## config.mk

```make
export PLATFORM = sky130hd
export DESIGN_NAME = r2_tank_scheduler
export DESIGN_NICKNAME = d
export VERILOG_FILES = /design/src/rtl/r2_tank_scheduler.sv
export SDC_FILE = /design/constraint.sdc
export NUM_CORES = 1
export LEC_CHECK = 0
export BUFFER_PORTS_ARGS = -buffer_cell sky130_fd_sc_hd__buf_2
export CAP_MARGIN = 10
export CELL_PAD_IN_SITES_DETAIL_PLACEMENT = 1
export CELL_PAD_IN_SITES_GLOBAL_PLACEMENT = 1
export CORE_ASPECT_RATIO = 1.75
export CORE_MARGIN = 3
export CORE_UTILIZATION = 38
export DETAILED_ROUTE_END_ITERATION = 6
export MAX_ROUTING_LAYER = met4
export PLACE_DENSITY_LB_ADDON = 0.1
export SETUP_SLACK_MARGIN = 0.1
export SLEW_MARGIN = 20
export SYNTH_ARGS = -nofsm -noshare
export SYNTH_HDL_FRONTEND = slang
export SYNTH_SLANG_ARGS = --single-unit
```

## constraint.sdc

```tcl
create_clock -name clk -period 2.15 [get_ports clk]
set_input_delay 0.215 -clock clk [delete_from_list [all_inputs] [get_ports clk]]
set_output_delay 0.215 -clock clk [all_outputs]
set_load 0.05 [all_outputs]
```

## src/rtl/r2_tank_scheduler.sv

```systemverilog
// r2 long-tank access scheduler: arbitrates two requesters and times the decoder strobes
// to the minor cycle in which the addressed word passes the heads. Optional: R2_SCHED_ROUND_ROBIN_EN.
module r2_tank_scheduler #(
  parameter int WORDS = 16,
  parameter int AW    = 7
) (
  input  logic                     clk,
  input  logic                     cls_pos,
  input  logic                     mc_strobe,
  input  logic                     req0_valid,
  input  logic                     req0_we,
  input  logic [AW-1:0]            req0_addr,
  output logic                     req0_ack,
  output logic                     req0_done,
  input  logic                     req1_valid,
  input  logic                     req1_we,
  input  logic [AW-1:0]            req1_addr,
  output logic                     req1_ack,
  output logic                     req1_done,
  output logic                     r2_read,
  output logic                     r2_write,
  output logic [7:0]               tank_sel,
  output logic [$clog2(WORDS)-1:0] word_pos,
  output logic                     busy
);

  localparam int WPW = $clog2(WORDS);
  localparam logic [WPW-1:0] WP_ONE = 1;

  typedef enum logic [1:0] {IDLE, WAIT, XFER, DONE} state_t;

  state_t          state, state_nxt;
  logic [AW-1:0]   lat_addr;
  logic            lat_we;
  logic            gnt_id;
  logic            take, pick;
  logic            ack0_nxt, ack1_nxt, done0_nxt, done1_nxt;
  logic            rd_nxt, wr_nxt;
  logic [7:0]      sel_nxt, sel_dec;
  logic [WPW-1:0]  word_nxt, lat_word;
  logic [2:0]      lat_tank;

  assign word_nxt = word_pos + WP_ONE;
  assign lat_word = lat_addr[WPW-1:0];
  assign lat_tank = lat_addr[AW-1 -: 3];
  assign sel_dec  = 8'd1 << lat_tank;
  assign busy     = (state != IDLE);

`ifdef R2_SCHED_ROUND_ROBIN_EN
  logic last_gnt;

  // On a tie the requester not granted last time wins.
  assign pick = req1_valid && (!req0_valid || !last_gnt);

  always_ff @(posedge clk) begin
    if (cls_pos)   last_gnt <= 1'b1;
    else if (take) last_gnt <= pick;
  end
`else
  assign pick = !req0_valid;
`endif

  always_comb begin
    state_nxt = state;
    take      = 1'b0;
    ack0_nxt  = 1'b0;
    ack1_nxt  = 1'b0;
    done0_nxt = 1'b0;
    done1_nxt = 1'b0;
    rd_nxt    = r2_read;
    wr_nxt    = r2_write;
    sel_nxt   = tank_sel;
    case (state)
      IDLE: begin
        if (req0_valid || req1_valid) begin
          take      = 1'b1;
          ack0_nxt  = !pick;
          ack1_nxt  = pick;
          state_nxt = WAIT;
        end
      end
      WAIT: begin
        // The heads see the word that the counter is about to reach.
        if (mc_strobe && word_nxt == lat_word) begin
          state_nxt = XFER;
          rd_nxt    = !lat_we;
          wr_nxt    = lat_we;
          sel_nxt   = sel_dec;
        end
      end
      XFER: begin
        if (mc_strobe) begin
          state_nxt = DONE;
          rd_nxt    = 1'b0;
          wr_nxt    = 1'b0;
          sel_nxt   = 8'd0;
        end
      end
      DONE: begin
        done0_nxt = !gnt_id;
        done1_nxt = gnt_id;
        state_nxt = IDLE;
      end
      default: state_nxt = IDLE;
    endcase
  end

  always_ff @(posedge clk) begin
    if (cls_pos) begin
      state     <= IDLE;
      word_pos  <= '0;
      req0_ack  <= 1'b0;
      req1_ack  <= 1'b0;
      req0_done <= 1'b0;
      req1_done <= 1'b0;
      r2_read   <= 1'b0;
      r2_write  <= 1'b0;
      tank_sel  <= 8'd0;
    end else begin
      state     <= state_nxt;
      if (mc_strobe) word_pos <= word_nxt;
      req0_ack  <= ack0_nxt;
      req1_ack  <= ack1_nxt;
      req0_done <= done0_nxt;
      req1_done <= done1_nxt;
      r2_read   <= rd_nxt;
      r2_write  <= wr_nxt;
      tank_sel  <= sel_nxt;
    end
  end

  // Request capture: contents are only meaningful after a grant.
  always_ff @(posedge clk) begin
    if (take) begin
      lat_addr <= pick ? req1_addr : req0_addr;
      lat_we   <= pick ? req1_we : req0_we;
      gnt_id   <= pick;
    end
  end

endmodule
```

Word level (Yosys, flattened, before mapping). Cells that the tools add are included.

Output and inout bits: 19. Bits of input ports: 21. Logic and storage cells: 52. Register bits: 29.

Equal/unequal tests: 7. Shift-type cells: 1. Muxes and demuxes: 16. Add/subtract/negate cells: 1. Bitwise logic cells: 3. Reductions and logical operators: 12.

Operators by type and width (number): 2-to-1 mux 8 bit (2); one-hot mux 8 bit (2 select lines) (1); one-hot mux 2 bit (4 select lines) (1); << shifter 1 x 3 -> 8 bit (first input constant) (1); 2-to-1 mux 7 bit (1); 2-to-1 mux 1 bit (6); 2-to-1 mux 2 bit (3); != test 2 bit (second input constant) (3); AND reduction 3 bit (2); adder 4 x 1 -> 4 bit (second input constant) (1); equality test 2 bit (second input constant) (2); equality test 4 bit (1); one-hot mux 1 bit (2 select lines) (2); nonzero test 2 bit (2); zero test 1 bit (3); inverter 1 bit (3); OR reduction 3 bit (1); equality test 2 x 1 -> 1 bit (second input constant) (1); zero test 2 bit (1); OR reduction 2 bit (1); logical AND 1 bit (1); logical OR 1 bit (1).

Logic depth before layout (Yosys ltp). Gate-level depths: netlist (run 1).

Word-level depth: 5. Depth in mapped cells: 9. Gate-level depth less buffers: 7.

Worst setup path before layout (run 1). No wires, ideal clock.

Kind: register to register. Start point: register word_pos[0]. End point: register r2_read. Required time: 2.062 ns. Slack: 0.016 ns. Buffers on the path: 0. Arrival: 2.046 ns. Clock period less this slack: 2.134 ns. Stages on the path, launching flop included: 7. Setup time: 0.088 ns. Cell sequence: dfxtp_1 ha_1 xor2_1 nor3_2 nand3_2 or3b_4 o32ai_2.

Cells in the longest elaborated chain, start to end: 5.

RTL lines: start: declaration (RTL line 23) `output logic [$clog2(WORDS)-1:0] word_pos,`; start signal: assignment (RTL line 121) `if (mc_strobe) word_pos <= word_nxt;`; adder 4 x 1 -> 4 bit (RTL line 43) `assign word_nxt = word_pos + WP_ONE;`; net word_nxt[1] (RTL line 40) `logic [WPW-1:0] word_nxt, lat_word;`; equality test 4 bit (RTL line 84) `if (mc_strobe && word_nxt == lat_word) begin`; logical AND 1 bit (RTL line 84); != test 2 bit (no source line); AND reduction 3 bit (no source line); end signal: assignment (RTL line 126) `r2_read <= rd_nxt;`; end: declaration (RTL line 20) `output logic r2_read,`.

The timed path passes the listed nets, and every way through them passes these cells. A chain may end at the register's enable or synchronous reset.

Worst setup path in the final report (run 1).
Start point: register word_pos[0]. End point: register state[1].

Cells in the longest elaborated chain, start to end: 5.

RTL lines: adder 4 x 1 -> 4 bit (RTL line 43); net word_nxt[1] (RTL line 40); equality test 4 bit (RTL line 84); logical AND 1 bit (RTL line 84); != test 2 bit (no source line); AND reduction 3 bit (no source line); end signal: assignment (RTL line 120) `state <= state_nxt;`; end: declaration (RTL line 32) `state_t state, state_nxt;`.

The timed path passes the listed nets, and every way through them passes these cells.

==> results of run 1 <==
[layout by cell type, fill, tap and decap left out]
cell and count:
nor2_1 18, and3_1 1, clkinv_1 3, a222oi_1 1, nor3_1 5, xor2_1 4
nor4_1 1, nor3b_1 1, o211a_1 1, xnor2_1 5, dfxtp_2 2, nand3_2 1
mux2_2 8, o32ai_1 1, o32ai_2 1, nor3_2 1, nand3_1 1, nand2_1 7
and4_1 1, a211o_2 1, clkinv_2 1, buf_4 1, dfxtp_1 18, mux2i_1 10
nand4_1 1, inv_1 6, nand2b_1 3, clkbuf_8 5, edfxtp_1 9, buf_2 39
a41o_2 1, ha_1 5, or3b_4 1
[layer usage]
metal  global-route usage [%]  vias to the layer above  share of wire, %
li1                         -                      503                 -
met1                     16.0                      494                37
met2                     28.5                       30                56
met3                     4.26                        8               4.8
met4                     8.09                        0               2.3
met5                        -                        -                 0
[cell families after synthesis]
kind of cell / after synthesis
compound gates: 6
xor+xnor: 9
fa+ha+maj: 5
buf+inv: 13
flops: 29
mux: 18
simple gates: 42
[worst paths after layout]
kind | start | end | slack (ns) | depth (start not counted)
worst max-delay path | word_pos[0] | state[1] | 0.24 | 6
worst min-delay path | req1_valid | req1_ack | 0.23 | 2
worst max register to register | word_pos[0] | state[1] | 0.24 | 6
worst min register to register | gnt_id | req0_done | 0.45 | 1
[worst register-to-register path: stages (launching register included)]
cell and delay (ns):
dfxtp_2 0.35, ha_1 0.33, xor2_1 0.18, nor3_2 0.16
nand3_2 0.14, a222oi_1 0.43, mux2i_1 0.24
[sequential cells by signal (all words and copies together) (netlist names)]
name       flops
gnt_id         1
word_pos       4
state          2
req1_ack       1
req1_done      1
req0_ack       1
tank_sel       8
lat_we         1
req0_done      1
r2_read        1
lat_addr       7
r2_write       1
[cell type report]
type	instances	area [um2]	share of cell area, %
Clock buffer	5	68.8	4.19
Clock inverter	3	12.5	0.761
Inverter	7	26.3	1.60
Multi-Input combinational cell	80	607	36.9
Sequential cell	29	673	40.9
Tap cell	43	53.8	3.27
Timing Repair Buffer	40	203	12.3
[power breakdown]
group	switching (mW)	internal, mW	leakage, nW	total, mW
combinational	0.359	0.208	0.437	0.566
clock	0.197	0.217	0.0430	0.414
sequential	0.0700	0.678	0.251	0.748
[metrics by stage]
stage / cells / utilization (%) / cell area [um2] / hold slack (ns)
3_3_place_gp: 199 / 48.2 / 1560 / 0.432
4_1_cts: 207 / 50.7 / 1640 / 0.218
6_report: 207 / 50.7 / 1640 / 0.225
3_5_place_dp: 199 / 48.2 / 1560 / 0.438
5_1_grt: 207 / 50.7 / 1640 / 0.221
2_1_floorplan: 122 / - / 1340 / 0.403
==> impl_metrics.ini, run 1 <==
[synth]
synthMuxAreaShare_pct = 14.3
yosys.cell_types.count = 32
yosysWarnings = 0
synth_top_area_share_pct = 30.0
yosysTopAreaCell = dfxtp_1
synth_enable_flop_cells = 9
synth_cells = 122
synth_compound_area_share_pct = 4.98
yosys-top-cells-area = dfxtp_1 (30%), edfxtp_1 (20%), mux2i_1 (7.5%)
synth_flop_cell = dfxtp_1
avgSynthCellArea_um2 = 10.9
async_flop_share_pct = 0
seq_area_frac_synth_pct = 50.3
syn-num-nets = 148
synth_xor_area_share_pct = 5.92
synth_top_family_by_area = simple AND/OR/NAND/NOR gates
synth-seq-cells = 29
synth-simple-area-share_pct = 15.7
synth_fa_ha_area_share_pct = 4.69
netlist_area_um2 = 1330
yosysMostFrequentCell = dfxtp_1
netlist_top_cells_count = dfxtp_1 (20), nor2_1 (18), mux2i_1 (10), edfxtp_1 (9), mux2_2 (8)

[flow_run]
drv_cap = 0

[clock_tree]
post_cts_buffers = 0
clock_sinks = 29
clk_latency_ns = 0.28
htreeDepth = 2
ctsHoldBuffers = 0
numCtsBuffers = 5
cts_root_buffer = clkbuf_8
cts_buffer_depth = 2
cts_tree = done
path_clk_slew_ns = 0.06
post_cts_resized = 0

[timing]
worst_slack_ns = 0.243
setup_violations = 0
skew_ns = 0.00571
maxSlewHeadroom_pct = 66.0
grt_setup_unrepaired = no
min_period_over_period_pct = 88.7
worstMarginPinSlew_ns = 0.511
fin_crit_ns = 1.91
maxSlewViolCount = 0
fin_tns_setup_ns = 0
hold_viol = 0
fmaxAchievable_mhz = 524

[floorplan]
fp-row-count = 27
die_w_um = 50.8
die_y_um = 84.3
dieArea_um2 = 4280
fp.coreArea_um2 = 3240
initial_core_util_pct = 41.1
ios = 40

[grt]
grt_pass1_wl_um = 5150
grt_antenna_before_repair = 0
grt_max_degree = 18
grt_overflow = 0
grt_pass1_vias = 1101
grt_use_total_pct = 16.2

[drt]
dr_total_vias = 1035
avgViaCountPerCell = 5.00
drt-total-wl_um = 2900
drc = 0
firstDrtPassIters = 5
ant_nets = 0
wl_per_cell_um = 14.0
dr.first_iter.drc_count = 16

[worst_setup_path]
start_kind = flip-flop
slowest_delay_ns = 0.43
critPathMaxFanout = 6
arrival_ns = 2.12
cp_data_required_time_ns = 2.36
critPathTopFamily = compound AO/OA/AOI/OAI gates
crit_chain = ha_1 > xor2_1 > nor3_2 > nand3_2 > a222oi_1 > mux2i_1
slowest_stage = a222oi_1
worst_setup_path_end_kind = flip-flop
critPathBufInv = 0
criticalPathCategory = reg -> reg

[final_layout]
drive_gt1_share_pct = 37.8
areaGrowthSynthToFinish_pct = 23.4
num-fill-cells = 389
num-nets-final = 189
diodes = 0

[placement]
post-place-ws_ns = 0.247
port_buffers = 39
dp_hpwl_um = 2360
place_congestion = 0.692

[power_and_ir_drop]
leakage_nw = 0.731
ir_worst_vdd_uv = 666
p_total_mw = 1.73
power.density_nw_per_um2 = 1050

[hold_path]
hp-class = in -> reg

[outcome]
status = finished clean
No activity file was read; power rests on OpenSTA's default activity.
==> inputs of run 2 (changes only) <==
- CORE_MARGIN: 3 -> 1.5
==> run 2 against run 1 <==
Net effect:
- non-clock buffer count is the same
- critical path depth is the same
- utilization shrank 1.7 points
- sequential power barely moved
- critical endpoint is now r2_read
- worst setup slack gained 0.053 ns
- fmax up 2.8%
- cell area grew 0.15%
- clock skew is 0.0020 ns lower
- clock-buffer cell count unchanged
- register-to-register slack improved by 0.05 ns
- via count shrank 0.48%
- sequential cell count did not move
==> impl_metrics.ini, run 2 (synthesis results as in run 1) <==
[worst_setup_path]
cp_data_required_time_ns = 2.35
critPathMaxFanout = 6
crit_chain = ha_1 > xor2_1 > nor3_2 > nand3_2 > or3b_4 > o32ai_2
start_kind = flip-flop
arrival_ns = 2.05
criticalPathCategory = reg -> reg
slowest_delay_ns = 0.42
critPathTopFamily = simple AND/OR/NAND/NOR gates
slowest_stage = or3b_4
critPathBufInv = 0
worst_setup_path_end_kind = flip-flop

[final_layout]
fin_area_um2 = 1650
num-nets-final = 189
diodes = 0
top_register = tank_sel
largestRegisters = tank_sel: 8 flops, lat_addr: 7 flops, word_pos: 4 flops
final_common_cell = buf_2
largest_reg_flops = 8
layout_common_cells = buf_2 (39), nor2_1 (18), dfxtp_1 (18)
drive_gt1_share_pct = 37.8
num-fill-cells = 416
areaGrowthSynthToFinish_pct = 23.6

[timing]
hold_viol = 0
fin_tns_setup_ns = 0
fmaxAchievable_mhz = 539
setup_violations = 0
maxSlewHeadroom_pct = 70.7
holdWs_ns = 0.230
fin_crit_ns = 1.85
worst_slack_ns = 0.296
grt_setup_unrepaired = no
skew_ns = 0.00372
maxSlewViolCount = 0
worstMarginPinSlew_ns = 0.439
min_period_over_period_pct = 86.2

[clock_tree]
numCtsBuffers = 5
clk_latency_ns = 0.28
cts_root_buffer = clkbuf_8
htreeDepth = 2
cts_buffer_depth = 2
post_cts_buffers = 0
cts_tree = done
clock_sinks = 29
ctsHoldBuffers = 0
post_cts_resized = 0
path_clk_slew_ns = 0.06

[power_and_ir_drop]
leakage_nw = 0.731
pwr-share-comb_pct = 32.4
p_total_mw = 1.72
pwr-share-seq_pct = 43.4
p_int_mw = 1.10
switching_power_mw = 0.622
power.density_nw_per_um2 = 1050
switching_share_pct = 36.1
ir_worst_vdd_uv = 592
pwr-share-clk_pct = 24.2

[flow_run]
drv_cap = 0

[grt]
grt_antenna_before_repair = 0
grt_pass1_wl_um = 4730
grt_overflow = 0
grt_pass1_vias = 1090
grt_use_total_pct = 18.3
grt_max_degree = 18

[outcome]
status = finished clean

[drt]
avgViaCountPerCell = 4.93
drc = 0
drt-total-wl_um = 2810
dr.first_iter.drc_count = 33
wl_per_cell_um = 13.4
dr_total_vias = 1030
ant_nets = 0
firstDrtPassIters = 5

[placement]
post-place-ws_ns = 0.283
place_congestion = 0.789
dp_hpwl_um = 2270
placed_area_um2 = 1570
port_buffers = 39

[floorplan]
fp-row-count = 28
dieArea_um2 = 3880
initial_core_util_pct = 39.6
die_y_um = 81.3
ios = 40
die_w_um = 47.8
fp.coreArea_um2 = 3360

[hold_path]
hp-class = in -> reg
[run 2: cell counts in the layout (fill, tap and decap cells not counted)]
Identical to the previous run, type by type.
[run 2: through the flow]
| step | std cells | utilization, % |
|---|---|---|
| floorplan | 122 | - |
| global placement | 201 | 46.5 |
| detailed placement | 201 | 46.5 |
| CTS | 209 | 49.0 |
| global route | 209 | 49.0 |
| finish | 209 | 49.0 |
[run 2: worst reg2reg max path, stage by stage, from the launching register on]
cell	delay (ns)
dfxtp_2	0.35
ha_1	0.32
xor2_1	0.18
nor3_2	0.17
nand3_2	0.13
or3b_4	0.42
o32ai_2	0.20
[run 2: power groups by stage]
stage	logic [mW]	registers, mW	clock network (mW)
after floorplan	0.378	0.801	0
after global placement	0.550	0.756	0
after detailed placement	0.570	0.762	0
after CTS	0.572	0.751	0.432
after global routing	0.619	0.761	0.463
final	0.559	0.748	0.418
[run 2: worst paths after layout]
kind	startpoint	endpoint	slack (ns)	cells past startpoint
max	word_pos[0]	r2_read	0.30	6
max reg2reg	word_pos[0]	r2_read	0.30	6
min	req1_addr[6]	lat_addr[6]	0.23	2
min reg2reg	gnt_id	req0_done	0.45	1
[run 2: layout make-up]
| class | count | area (um2) | area share (%) |
|---|---|---|---|
| sequential | 29 | 673 | 40.9 |
| multi-input combinational | 80 | 607 | 36.9 |
| timing repair buffer | 40 | 203 | 12.3 |
| clock buffer | 5 | 68.8 | 4.18 |
| tap | 45 | 56.3 | 3.42 |
| inverter | 7 | 26.3 | 1.60 |
| clock inverter | 3 | 12.5 | 0.760 |
[run 2: layer usage]
metal / GRT usage [%] / vias up / share of wire [%]
li1: - / 500 / -
met1: 16.4 / 492 / 32
met2: 31.5 / 32 / 59
met3: 6.89 / 6 / 5.9
met4: 8.92 / 0 / 2.5
met5: - / - / 0
==> inputs of run 3 (changes only) <==
--- a/config.mk
+++ b/config.mk
@@ -7,5 +7,4 @@
 export LEC_CHECK = 0
 export BUFFER_PORTS_ARGS = -buffer_cell sky130_fd_sc_hd__buf_2
-export CAP_MARGIN = 10
 export CELL_PAD_IN_SITES_DETAIL_PLACEMENT = 1
 export CELL_PAD_IN_SITES_GLOBAL_PLACEMENT = 1
@@ -14,5 +13,4 @@
 export CORE_UTILIZATION = 38
 export DETAILED_ROUTE_END_ITERATION = 6
-export MAX_ROUTING_LAYER = met4
 export PLACE_DENSITY_LB_ADDON = 0.1
 export SETUP_SLACK_MARGIN = 0.1
==> constraint.sdc (replaced) <==
create_clock -name clk -period 2.15 [get_ports clk]
set_input_delay 0.1075 -clock clk [delete_from_list [all_inputs] [get_ports clk]]
set_output_delay 0.1075 -clock clk [all_outputs]
set_load 0.05 [all_outputs]
==> run 3 against run 2 <==
Net effect:
- cell count stayed put
- clock power hardly changed
- clock skew hardly changed
- first-iteration DRC count is 85% lower
- critical path type unchanged
- sequential cell count stayed put
- via count is 0.19% higher
- largest cell class unchanged
- critical endpoint unchanged
==> impl_metrics.ini, run 3 (synthesis results as in run 1) <==
[timing]
maxSlewHeadroom_pct = 70.9
fmaxAchievable_mhz = 539
worst_slack_ns = 0.295
fin_crit_ns = 1.85
hold_viol = 0
skew_ns = 0.00369
maxSlewViolCount = 0
grt_setup_unrepaired = no
fin_tns_setup_ns = 0
setup_violations = 0
min_period_over_period_pct = 86.3
worstMarginPinSlew_ns = 0.437

[grt]
grt_pass1_wl_um = 4740
use_met3_pct = 6.22
grt_overflow = 0
grt_use_met2_pct = 31.5
grt_antenna_before_repair = 0
grt_max_degree = 18
grt_use_total_pct = 17.7
grt_pass1_vias = 1088
busiest_layer = met2
met1_usage_pct = 16.6

[drt]
firstDrtPassIters = 4
ant_nets = 0
avgViaCountPerCell = 4.94
drt-total-wl_um = 2800
dr_total_vias = 1032
wl_per_cell_um = 13.4
dr.first_iter.drc_count = 5
drc = 0

[placement]
post-place-ws_ns = 0.283
place_congestion = 0.778
port_buffers = 39
dp_hpwl_um = 2270

[worst_setup_path]
critPathMaxFanout = 6
arrival_ns = 2.05
cp_data_required_time_ns = 2.34
start_kind = flip-flop
criticalPathCategory = reg -> reg
rrSetupSlack_ns = 0.30
reg2reg_depth = 6
worst_setup_path_end_kind = flip-flop
reg2reg_to = r2_read
crit_chain = ha_1 > xor2_1 > nor3_2 > nand3_2 > or3b_4 > o32ai_2
r2r-start = word_pos[0]
crit_end = r2_read
critPathLaunch = word_pos[0]
slowest_stage = or3b_4
slowest_delay_ns = 0.42

[power_and_ir_drop]
power.density_nw_per_um2 = 1050
switching_share_pct = 36.0
pwr-share-seq_pct = 43.5
switching_power_mw = 0.620
p_int_mw = 1.10
pwr-share-comb_pct = 32.4
leakage_nw = 0.731
ir_worst_vdd_uv = 592
pwr-share-clk_pct = 24.1

[floorplan]
dieArea_um2 = 3880
die_y_um = 81.3
die_w_um = 47.8
ios = 40
initial_core_util_pct = 39.6
fp.coreArea_um2 = 3360
fp-row-count = 28

[clock_tree]
clock_sinks = 29
numCtsBuffers = 5
cts_buffer_depth = 2
cts_root_buffer = clkbuf_8
ctsHoldBuffers = 0
post_cts_resized = 0
clk_latency_ns = 0.28
post_cts_buffers = 0
htreeDepth = 2
path_clk_slew_ns = 0.06
cts_tree = done

[final_layout]
num-nets-final = 189
multi_input_area_um2 = 607
largestRegisters = tank_sel: 8 flops, lat_addr: 7 flops, word_pos: 4 flops
drive_gt1_share_pct = 37.8
num-fill-cells = 416
layout_common_cells = buf_2 (39), nor2_1 (18), dfxtp_1 (18)
areaGrowthSynthToFinish_pct = 23.6
final_common_cell = buf_2
seqCellArea_um2 = 673
fin_util_pct = 49.0
largest_reg_flops = 8
diodes = 0
top_register = tank_sel

[flow_run]
drv_cap = 0

[hold_path]
hp-class = in -> reg
hold_depth = 2

[outcome]
status = finished clean
[run 3: cell counts in the layout (fill, tap and decap cells not counted)]
No cell type changed its count.
[run 3: critical path, delay by kind of cell (launching register included)]
kind / cells / cell delay (ns)
AO/OA/AOI/OAI: 1 / 0.20
XOR/XNOR: 1 / 0.18
adder cells (fa/ha/maj): 1 / 0.32
flip-flops: 1 / 0.35
AND/OR/NAND/NOR: 3 / 0.72
[run 3: area by class of cell]
class / instances / share of cell area, %
clock inverter: 3 / 0.760
multi-input combinational: 80 / 36.9
sequential: 29 / 40.9
clock buffer: 5 / 4.18
tap: 45 / 3.42
inverter: 7 / 1.60
timing repair buffer: 40 / 12.3
[run 3: power groups by stage]
stage	clock [mW]	combinational (mW)	sequential, mW
3_3_place_gp	0	0.550	0.756
2_1_floorplan	0	0.378	0.801
5_1_grt	0.461	0.620	0.761
4_1_cts	0.432	0.572	0.751
3_5_place_dp	0	0.570	0.762
6_report	0.415	0.559	0.748
[run 3: stage by stage]
step	power [mW]	area (um2)	std cells	hold WS, ns
CTS	1.76	1650	209	0.115
global route	1.84	1650	209	0.118
global placement	1.31	1570	201	0.397
detailed placement	1.33	1570	201	0.414
floorplan	1.18	1340	122	0.296
finish	1.72	1650	209	0.126
[run 3: how the worst min path moves through the flow]
stage / slack [ns] / end / start
floorplan: 0.30 / req1_ack / req1_valid
global placement: 0.40 / req1_ack / req1_valid
detailed placement: 0.41 / lat_addr[1] / req1_addr[1]
CTS: 0.11 / lat_addr[1] / req1_addr[1]
global route: 0.12 / lat_addr[1] / req1_addr[1]
finish: 0.13 / lat_addr[6] / req1_addr[6]
[run 3: metal layers]
metal / part of all wire [%] / vias up / wire length, um
met4: 2.5 / 0 / 70
met5: 0 / - / 0
met3: 5.3 / 7 / 149
met2: 60 / 32 / 1670
li1: - / 500 / -
met1: 33 / 493 / 911
